--- src/rtl/neopix_pkg.sv ---
// Shared state type, default WS2812 timing and GRB field layout for the
// frame-buffer-to-strip transmitter.
package neopix_pkg;

    typedef enum logic [1:0] {
        IDLE,
        FETCH,
        SHIFT,
        LATCH
    } state_t;

    localparam int unsigned DEF_BIT_CYCLES   = 63;
    localparam int unsigned DEF_T0H_CYCLES   = 20;
    localparam int unsigned DEF_T1H_CYCLES   = 40;
    localparam int unsigned DEF_LATCH_CYCLES = 3000;

    // Frame-buffer read port: registered address plus registered data.
    localparam int unsigned RD_LATENCY = 2;

    localparam int unsigned PIX_BITS = 24;
    localparam int unsigned FIELD_W  = 8;
    localparam int unsigned G_LSB    = 16;
    localparam int unsigned R_LSB    = 8;
    localparam int unsigned B_LSB    = 0;

    // Wire order on the strip is G, R, B with each field MSB first.
    function automatic logic [PIX_BITS-1:0] grb_word(input logic [PIX_BITS-1:0] word);
        return {word[G_LSB +: FIELD_W], word[R_LSB +: FIELD_W], word[B_LSB +: FIELD_W]};
    endfunction

endpackage

--- src/rtl/neopix_bit_cell.sv ---
// One WS2812 bit cell: BIT_CYCLES long, high for T1H or T0H cycles from the
// load edge, low for the remainder; cell_end flags the last cycle.
module neopix_bit_cell
    import neopix_pkg::*;
#(
    parameter int unsigned BIT_CYCLES = DEF_BIT_CYCLES,
    parameter int unsigned T0H_CYCLES = DEF_T0H_CYCLES,
    parameter int unsigned T1H_CYCLES = DEF_T1H_CYCLES
) (
    input  logic clock,
    input  logic reset_n,
    input  logic load,
    input  logic bit_val,
    output logic level,
    output logic cell_end
);
    localparam int unsigned CNT_W = $clog2(BIT_CYCLES);

    localparam logic [CNT_W-1:0] CELL_LAST = CNT_W'(BIT_CYCLES - 1);
    localparam logic [CNT_W-1:0] T0_LAST   = CNT_W'(T0H_CYCLES - 1);
    localparam logic [CNT_W-1:0] T1_LAST   = CNT_W'(T1H_CYCLES - 1);

    logic [CNT_W-1:0] cnt;
    logic [CNT_W-1:0] high_last;
    logic             active;

    assign cell_end = active && (cnt == CELL_LAST);

    always_ff @(posedge clock or negedge reset_n) begin
        if (!reset_n) begin
            cnt       <= '0;
            high_last <= '0;
            active    <= 1'b0;
            level     <= 1'b0;
        end else if (load) begin
            // A load on the cell_end cycle chains cells with no gap.
            cnt       <= '0;
            high_last <= bit_val ? T1_LAST : T0_LAST;
            active    <= 1'b1;
            level     <= 1'b1;
        end else if (active) begin
            if (cnt == CELL_LAST) begin
                active <= 1'b0;
                level  <= 1'b0;
            end else begin
                cnt <= cnt + 1'b1;
                if (cnt == high_last) begin
                    level <= 1'b0;
                end
            end
        end
    end

endmodule

--- src/rtl/neopix_frame_tx.sv ---
// Reads pixels from the frame buffer (2-cycle read latency) and serializes
// one frame as a WS2812 waveform, followed by the latch gap.
module neopix_frame_tx
    import neopix_pkg::*;
#(
    parameter int unsigned ADDR_W       = 9,
    parameter int unsigned BIT_CYCLES   = DEF_BIT_CYCLES,
    parameter int unsigned T0H_CYCLES   = DEF_T0H_CYCLES,
    parameter int unsigned T1H_CYCLES   = DEF_T1H_CYCLES,
    parameter int unsigned LATCH_CYCLES = DEF_LATCH_CYCLES
) (
    input  logic              clock,
    input  logic              reset_n,
    input  logic              start,
    input  logic [ADDR_W:0]   num_pixels,
    output logic              busy,
    output logic              done,
    output logic [ADDR_W-1:0] rdaddress,
    input  logic [31:0]       q,
    output logic              dout
);
    localparam int unsigned PIX_W = ADDR_W + 1;
    localparam int unsigned LAT_W = $clog2(LATCH_CYCLES);
    localparam int unsigned RL_W  = $clog2(RD_LATENCY + 1);
    localparam int unsigned IDX_W = $clog2(PIX_BITS);

    localparam logic [PIX_W-1:0] MAX_PIX  = PIX_W'(1) << ADDR_W;
    localparam logic [LAT_W-1:0] LAT_LAST = LAT_W'(LATCH_CYCLES - 1);
    localparam logic [RL_W-1:0]  RL_LAST  = RL_W'(RD_LATENCY);
    localparam logic [IDX_W-1:0] TOP_BIT  = IDX_W'(PIX_BITS - 1);

    state_t              state;
    logic [PIX_W-1:0]    count;
    logic [PIX_W-1:0]    pix_idx;
    logic [PIX_W-1:0]    next_idx;
    logic [IDX_W-1:0]    bit_idx;
    logic [PIX_BITS-1:0] shreg;
    logic [PIX_BITS-1:0] next_pix;
    logic [PIX_BITS-1:0] q_pix;
    logic [RL_W-1:0]     fetch_cnt;
    logic [RL_W-1:0]     pf_cnt;
    logic                pf_busy;
    logic [LAT_W-1:0]    latch_cnt;

    logic cell_end;
    logic cell_load;
    logic cell_bit;
    logic fetch_hit;
    logic shift_next;
    logic pixel_next;
    logic pf_issue;
    logic unused_q_hi;

    assign q_pix       = grb_word(q[PIX_BITS-1:0]);
    assign unused_q_hi = &q[31:PIX_BITS];

    always_comb begin
        fetch_hit  = (state == FETCH) && (fetch_cnt == RL_LAST);
        shift_next = (state == SHIFT) && cell_end && (bit_idx != '0);
        pixel_next = (state == SHIFT) && cell_end && (bit_idx == '0)
                     && ((pix_idx + PIX_W'(1)) != count);
        next_idx   = fetch_hit ? '0 : pix_idx + PIX_W'(1);
        // Prefetch the following pixel as soon as a pixel's first cell starts.
        pf_issue   = (fetch_hit || pixel_next) && ((next_idx + PIX_W'(1)) < count);
        cell_load  = fetch_hit || shift_next || pixel_next;
        if (fetch_hit) begin
            cell_bit = q_pix[PIX_BITS-1];
        end else if (shift_next) begin
            cell_bit = shreg[PIX_BITS-2];
        end else begin
            cell_bit = next_pix[PIX_BITS-1];
        end
    end

    always_ff @(posedge clock or negedge reset_n) begin
        if (!reset_n) begin
            state     <= IDLE;
            count     <= '0;
            pix_idx   <= '0;
            bit_idx   <= '0;
            shreg     <= '0;
            next_pix  <= '0;
            fetch_cnt <= '0;
            pf_cnt    <= '0;
            pf_busy   <= 1'b0;
            latch_cnt <= '0;
            busy      <= 1'b0;
            done      <= 1'b0;
            rdaddress <= '0;
        end else begin
            done <= 1'b0;
            case (state)
                IDLE: begin
                    if (start && (num_pixels != '0)) begin
                        count     <= (num_pixels > MAX_PIX) ? MAX_PIX : num_pixels;
                        pix_idx   <= '0;
                        fetch_cnt <= '0;
                        rdaddress <= '0;
                        busy      <= 1'b1;
                        state     <= FETCH;
                    end
                end
                FETCH: begin
                    if (fetch_hit) begin
                        shreg   <= q_pix;
                        bit_idx <= TOP_BIT;
                        state   <= SHIFT;
                    end else begin
                        fetch_cnt <= fetch_cnt + 1'b1;
                    end
                end
                SHIFT: begin
                    if (shift_next) begin
                        shreg   <= shreg << 1;
                        bit_idx <= bit_idx - 1'b1;
                    end else if (pixel_next) begin
                        shreg   <= next_pix;
                        bit_idx <= TOP_BIT;
                        pix_idx <= pix_idx + PIX_W'(1);
                    end else if (cell_end) begin
                        latch_cnt <= '0;
                        state     <= LATCH;
                    end
                end
                LATCH: begin
                    if (latch_cnt == LAT_LAST) begin
                        done  <= 1'b1;
                        busy  <= 1'b0;
                        state <= IDLE;
                    end else begin
                        latch_cnt <= latch_cnt + 1'b1;
                    end
                end
                default: state <= IDLE;
            endcase

            if (pf_issue) begin
                rdaddress <= ADDR_W'(next_idx + PIX_W'(1));
                pf_cnt    <= '0;
                pf_busy   <= 1'b1;
            end else if (pf_busy) begin
                if (pf_cnt == RL_LAST) begin
                    next_pix <= q_pix;
                    pf_busy  <= 1'b0;
                end else begin
                    pf_cnt <= pf_cnt + 1'b1;
                end
            end
        end
    end

    neopix_bit_cell #(
        .BIT_CYCLES(BIT_CYCLES),
        .T0H_CYCLES(T0H_CYCLES),
        .T1H_CYCLES(T1H_CYCLES)
    ) u_cell (
        .clock   (clock),
        .reset_n (reset_n),
        .load    (cell_load),
        .bit_val (cell_bit),
        .level   (dout),
        .cell_end(cell_end)
    );

endmodule

--- config.mk ---
export PLATFORM = sky130hd
export DESIGN_NAME = neopix_frame_tx
export DESIGN_NICKNAME = d
export VERILOG_FILES = /design/src/rtl/neopix_pkg.sv /design/src/rtl/neopix_bit_cell.sv /design/src/rtl/neopix_frame_tx.sv
export SDC_FILE = /design/constraint.sdc
export NUM_CORES = 1
export LEC_CHECK = 0
export BUFFER_PORTS_ARGS = -buffer_cell sky130_fd_sc_hd__buf_4
export CAP_MARGIN = 20
export CORE_AREA = 2 2 114 116
export DETAILED_ROUTE_END_ITERATION = 10
export DIE_AREA = 0 0 116 118
export MAX_ROUTING_LAYER = met4
export PLACE_DENSITY_LB_ADDON = 0.05
export SLEW_MARGIN = 20
export SYNTH_ARGS = -nofsm -noshare
export SYNTH_HDL_FRONTEND = slang
export SYNTH_SLANG_ARGS = --single-unit
--- constraint.sdc ---
create_clock -name clock -period 3.9 [get_ports clock]
set_clock_uncertainty 0.1 [all_clocks]
set_input_delay 0.39 -clock clock [delete_from_list [all_inputs] [get_ports clock]]
set_output_delay 0.39 -clock clock [all_outputs]
set_load 0.02 [all_outputs]
# Word-level counts from Yosys, hierarchy flattened
# Cells that the tools add are included.
[classes]
n_addsub = 7
n_lt_le_gt_ge = 2
eq_ne = 21
mux = 56
n_bitwise = 1
n_reduce_logical = 37
[op_table]
columns = ["cell", "n"]
rows = [
  ["23-bit two-way mux", 3],
  ["10-bit two-way mux", 5],
  ["12-bit two-way mux", 4],
  ["23-bit case mux with 2 select lines", 1],
  ["9-bit two-way mux", 3],
  ["6-bit two-way mux", 4],
  ["12-bit case mux with 2 select lines", 1],
  ["2-bit two-way mux", 11],
  ["2-bit != test (second input constant)", 11],
  ["10-bit by 1-bit adder with 10-bit output (second input constant)", 2],
  ["10-bit case mux with 2 select lines", 1],
  ["2-bit nonzero test", 9],
  ["1-bit two-way mux", 16],
  ["5-bit two-way mux", 3],
  ["12-bit by 1-bit adder with 12-bit output (second input constant)", 1],
  ["12-bit == test (second input constant)", 1],
  ["3-bit AND reduction", 4],
  ["10-bit > comparator (second input constant)", 1],
  ["10-bit less-than comparator", 1],
  ["10-bit != test", 1],
  ["5-bit case mux with 2 select lines", 1],
  ["2-bit AND reduction", 5],
  ["10-bit nonzero test", 1],
  ["2-bit == test (second input constant)", 4],
  ["20 further kinds", 30],
]
[word_totals]
regBits = 116
input_bits = 45
out_inout_bits = 12

# Logic depth before layout (Yosys ltp)
[depth]
depth_word = 9
depth_mapped = 19
ltp_nobuf = 18

# Hierarchy
# Synthesis repeated with hierarchy kept, for this count alone.
[hier_totals]
cells_unflattened = 693
area_unflattened_um2 = 6759.0
[modules_own_cells]
columns = ["mod", "n_inst", "cells_each", "area_each_um2", "seq_area_each_um2"]
rows = [
  ["neopix_frame_tx", 1, 635, 6144.6, 2552.4],
  ["neopix_bit_cell", 1, 58, 614.3, 275.3],
]

# Worst setup path after synthesis
# No wires, ideal clock.
[synth_path]
path_kind = "register to register"
start = "reg pix_idx[1]"
end = "reg next_pix[14]"
setup_time_ns = 0.125
arrival_ns = 3.493
t_required_ns = 3.675
slack_ns = 0.182
stages_incl_launch_ff = 17
n_path_buf = 1
synth_period_minus_slack_ns = 3.718
path_cell_list = "dfrtp_1 -> ha_1 -> nand2_1 -> or3_1 -> a211oi_1 -> and3b_1 -> xor2_1 -> nor2_1 -> ha_1 -> nand4_1 -> nor3_1 -> o41ai_1 -> a31oi_1 -> nor2_1 -> o22ai_2 -> buf_4 -> mux2_2"
[synth_via]
elab_chain_cells = 7
elab_cells_between_ends = 10
cone_classes = "2 x add/sub; 1 x order compare; 1 x eq/ne; 1 x mux; 1 x bitwise; 4 x reduce/logical"
[synth_rtl]
columns = ["element", "line", "source"]
rows = [
  ["start: declaration", "neopix_frame_tx.sv:34", "logic [PIX_W-1:0] pix_idx;"],
  ["start signal: assignment", "neopix_frame_tx.sv:119", "pix_idx <= pix_idx + PIX_W'(1);"],
  ["10-bit by 1-bit adder with 10-bit output *", "neopix_frame_tx.sv:61, neopix_frame_tx.sv:62", ""],
  ["10-bit two-way mux or 10-bit != test (tied branches)", "neopix_frame_tx.sv:62, neopix_frame_tx.sv:61", ""],
  ["10-bit by 1-bit adder with 10-bit output or 1-bit logical AND (tied branches)", "-", ""],
  ["10-bit less-than comparator or 1-bit logical OR (tied branches)", "neopix_frame_tx.sv:64", "pf_issue = (fetch_hit || pixel_next) && ((next_idx + PIX_W'(1)) < count);"],
  ["1-bit logical AND *", "neopix_frame_tx.sv:64", ""],
  ["1-bit NOT (no source line) *", "-", ""],
  ["3-bit AND reduction (no source line) *", "-", ""],
  ["end signal: assignment", "neopix_frame_tx.sv:143", "next_pix <= q_pix;"],
  ["end: declaration", "neopix_frame_tx.sv:38", "logic [PIX_BITS-1:0] next_pix;"],
]
# Mark *: on every way between the ends. The rest lies on a longest branch, timed or not.
# A chain may end at the register's enable or synchronous reset.

# Worst setup path after layout
[layout_path]
start = "reg pix_idx[1]"
end = "reg next_pix[22]"
# Same word-level chain as after synthesis.

==> results by group <==
Status
  – Outcome: complete, no violations

GRT
  – Largest net degree at the start of global routing: 71
  – First-pass GRT wire length: 28670 µm
  – Antenna violations before repair: 0
  – Vias in the first global route: 5858
  – GRT Overall Usage: 27.36%
  – Grt total ovfl: 0

STA
  – Fmax: 0.2591 GHz
  – Final hold vios: 0
  – Final setup fails: 0
  – Worst slew pin tran: 0.9064 ns
  – Final slew viol count: 0
  – Slew margin rel.: 39.57%
  – Tmin final: 3.860 ns
  – Period utilization: 98.97%
  – RSZ-0062 raised after global routing: true

Clock tree
  – Clock-pin slew of the registers on the worst-case setup and hold paths: 0.06 ns
  – # hold bufs at CTS: 0
  – CTS root buf: clkbuf_16
  – H-tree depth: 4
  – Later-pin clock latency in the skew report: 0.42 ns
  – Clock sinks: 113
  – Num CTS Buffers: 17
  – TritonCTS clock tree: done
  – Max clock buf depth: 2

Route
  – Drt via density: 6.137
  – Detailed Route WL: 17620 µm
  – First-pass iteration count of the detailed router: 6
  – Met3 WL: 857 µm
  – Highest Signal Layer: met4
  – Routed metal-1 wirelength: 7841 µm
  – Met2 wire length: 8556 µm
  – Post-route ant nets: 0
  – 1st-iter DRT viols: 515
  – Via count: 5855
  – Drt wl/cell: 18.47 µm
  – DRC viols: 0

Cells and area
  – Most frequent cells in the layout: 112 x dfrtp_1, 92 x buf_4, 67 x nand2_1
  – Layout cells sized above 1: 26.34%
  – Layout Nets: 835
  – Fin cells: 954
  – N_diodes: 0
  – Synth-to-layout area growth: 22.41%
  – Core Util, Final: 66.29%
  – Finished Cell Area: 8229 µm²
  – Leading cell type in the layout, fill and taps excluded: dfrtp_1

Floorplan
  – Die height: 118 µm
  – Die footprint: 13690 µm²
  – Die width: 116 µm
  – Std-Cell Rows: 41
  – I/O pin cnt: 57
  – Initial core utilization: 54.15%
  – Core Region: 12410 µm²

Place
  – Gpl congestion: 0.9051
  – Placed Cells: 908
  – Detailed Place HPWL: 11600 µm
  – Placed instance area: 7400 µm²
  – PortBufs: 48

Setup path
  – Crit path launch type: flip-flop
  – Reg2reg path depth: 18
  – Critical path type: flip-flop to flip-flop
  – Crit path DAT: 4.05 ns
  – Worst Setup SP: pix_idx[1]$_DFFE_PN0P_
  – Crit-path max FO: 6
  – Reg-to-Reg End: next_pix[22]$_DFFE_PN0P_
  – Origin of the critical flop-to-flop path: pix_idx[1]$_DFFE_PN0P_
  – CP endpoint kind: flip-flop
  – WP data required: 4.09 ns
  – R2r setup slk: 0.04 ns

Power
  – LEAKAGE: 3.560 nW
  – Max VDD drop: 394.1 µV
  – Design Power: 5.306 mW
  – Cell Pwr Density: 644.8 nW/µm²

Logic synthesis
  – Synth Area in Simple Gates: 16.81%
  – Post-synthesis adder-cell area fraction: 3.908%
  – Post-synthesis mux area share: 9.659%
  – Synth Area in Compound Gates: 18.72%
  – Post-synth EDFFs: 0
  – Syn Nets: 758
  – Warnings from Yosys: 0
  – Yosys top cell area share: 42.06%
  – Largest family of logic cells by synthesized area: compound AO/OA/AOI/OAI gates
  – Post-Synthesis Cells: 692
  – Synthesized area: 6723 µm²
  – Most area-consuming cells after synthesis: dfrtp_1 42%, mux2_2 7.2%, o21ai_0 4.1%
  – Area leader, netlist: dfrtp_1
  – Xor/xnor cell area share of the yosys netlist: 4.225%
  – Sequential cell area fraction in the yosys report: 42.06%
  – Avg Cell Area, Syn: 9.715 µm²
  – Asr flop ratio synth: 100.0%
  – Yosys cell types: 80
  – Most used DFF post-synth: dfrtp_1
  – Synth Register Bits: 113

Run
  – Max-cap violation count: 0

Hold path
  – Hold Crit Class: input port to asynchronous set/reset pin
cells by family after synthesis:
logic type	Yosys count
buffers and inverters	75
adders and majority gates	21
DFF	113
AOI/OAI and AO/OA	171
xor gates and xnor gates	30
and+or+nand+nor	223
muxes	59
cells in the mapped netlist, types with 3 or more instances:
library cell	count
o21ai_0	55
nand2_1	68
o221ai_1	5
nand3_1	30
nand3_2	3
o2111ai_1	6
ha_1	21
a221oi_1	6
inv_1	37
nor2_1	40
a22oi_1	8
xnor2_1	16
xor2_1	12
a22o_1	3
a32o_1	5
mux2i_1	12
a21oi_1	12
o311ai_0	5
nor4_1	4
nor3_1	10
mux2_2	43
mux2_1	4
a32oi_1	17
and2_1	8
nand4_1	12
clkbuf_1	27
nor2b_1	3
buf_2	5
o22ai_1	4
and3_1	11
dfrtp_1	113
nand2b_1	12
o31ai_1	6
a31oi_1	9
repair_timing:
item                       in CTS  in global routing
setup buffers                   3                 10
pin swaps                       1                 15
setup endpoints to repair      24                 33
cloned                          2                  0
resized for setup               5                 24
metrics by stage:
stage / hold WS (ns) / worst slack (ns) / TNS, ns
floorplan: -0.005591 / 0.1821 / 0
global placement: 0.3634 / 0.08818 / 0
detailed placement: 0.3752 / -0.04576 / -0.7423
CTS: 0.05223 / 0.02156 / 0
global route: 0.09637 / -0.1072 / -1.838
finish: 0.005748 / 0.04008 / 0
power by group:
group	switching (mW)	total (mW)	internal, mW
clock	0.540	1.55	1.01
combinational	1.00	1.83	0.823
sequential	0.329	1.93	1.60
total	1.87	5.31	3.43
critical path: stages, from the launching register on:
cell      delay (ns)
dfrtp_1         0.41
ha_4            0.18
buf_4           0.16
xor2_4          0.20
nand4_1         0.15
a211oi_2        0.21
and3b_2         0.24
xor2_1          0.14
nor2_1          0.08
ha_1            0.32
nand4_1         0.08
nor3_1          0.18
o41ai_1         0.10
a31oi_1         0.22
nor2_2          0.09
o22ai_4         0.23
buf_4           0.16
buf_12          0.12
mux2_2          0.33
state kept, by name, indices dropped and copies added (netlist names), 5 cells and up:
register    count
bit_idx         5
shreg          23
count          10
rdaddress       9
u_cell.cnt      6
next_pix       24
latch_cnt      12
pix_idx        10
per-layer routing:
layer	vias up	track usage, %
met5	-	-
met4	0	9.449
met3	35	4.634
met2	200	43.17
met1	2909	35.67
li1	2711	-
layout make-up:
class / instances / area (µm²)
fill: 1032 / 4185
multi-input combinational: 504 / 3699
sequential: 113 / 2829
timing repair buffer: 96 / 760.7
clock buffer: 20 / 446.7
tap: 172 / 215.2
clock inverter: 12 / 140.1
inverter: 37 / 138.9
how the worst max path moves through the flow:
stage                                           to  cells past startpoint
after floorplan           next_pix[14]$_DFFE_PN0P_                     16
after global placement    next_pix[10]$_DFFE_PN0P_                     19
after detailed placement  next_pix[13]$_DFFE_PN0P_                     19
after CTS                 next_pix[21]$_DFFE_PN0P_                     20
after global routing      next_pix[16]$_DFFE_PN0P_                     18
final                     next_pix[22]$_DFFE_PN0P_                     18
No activity file was read; power rests on OpenSTA's default activity.
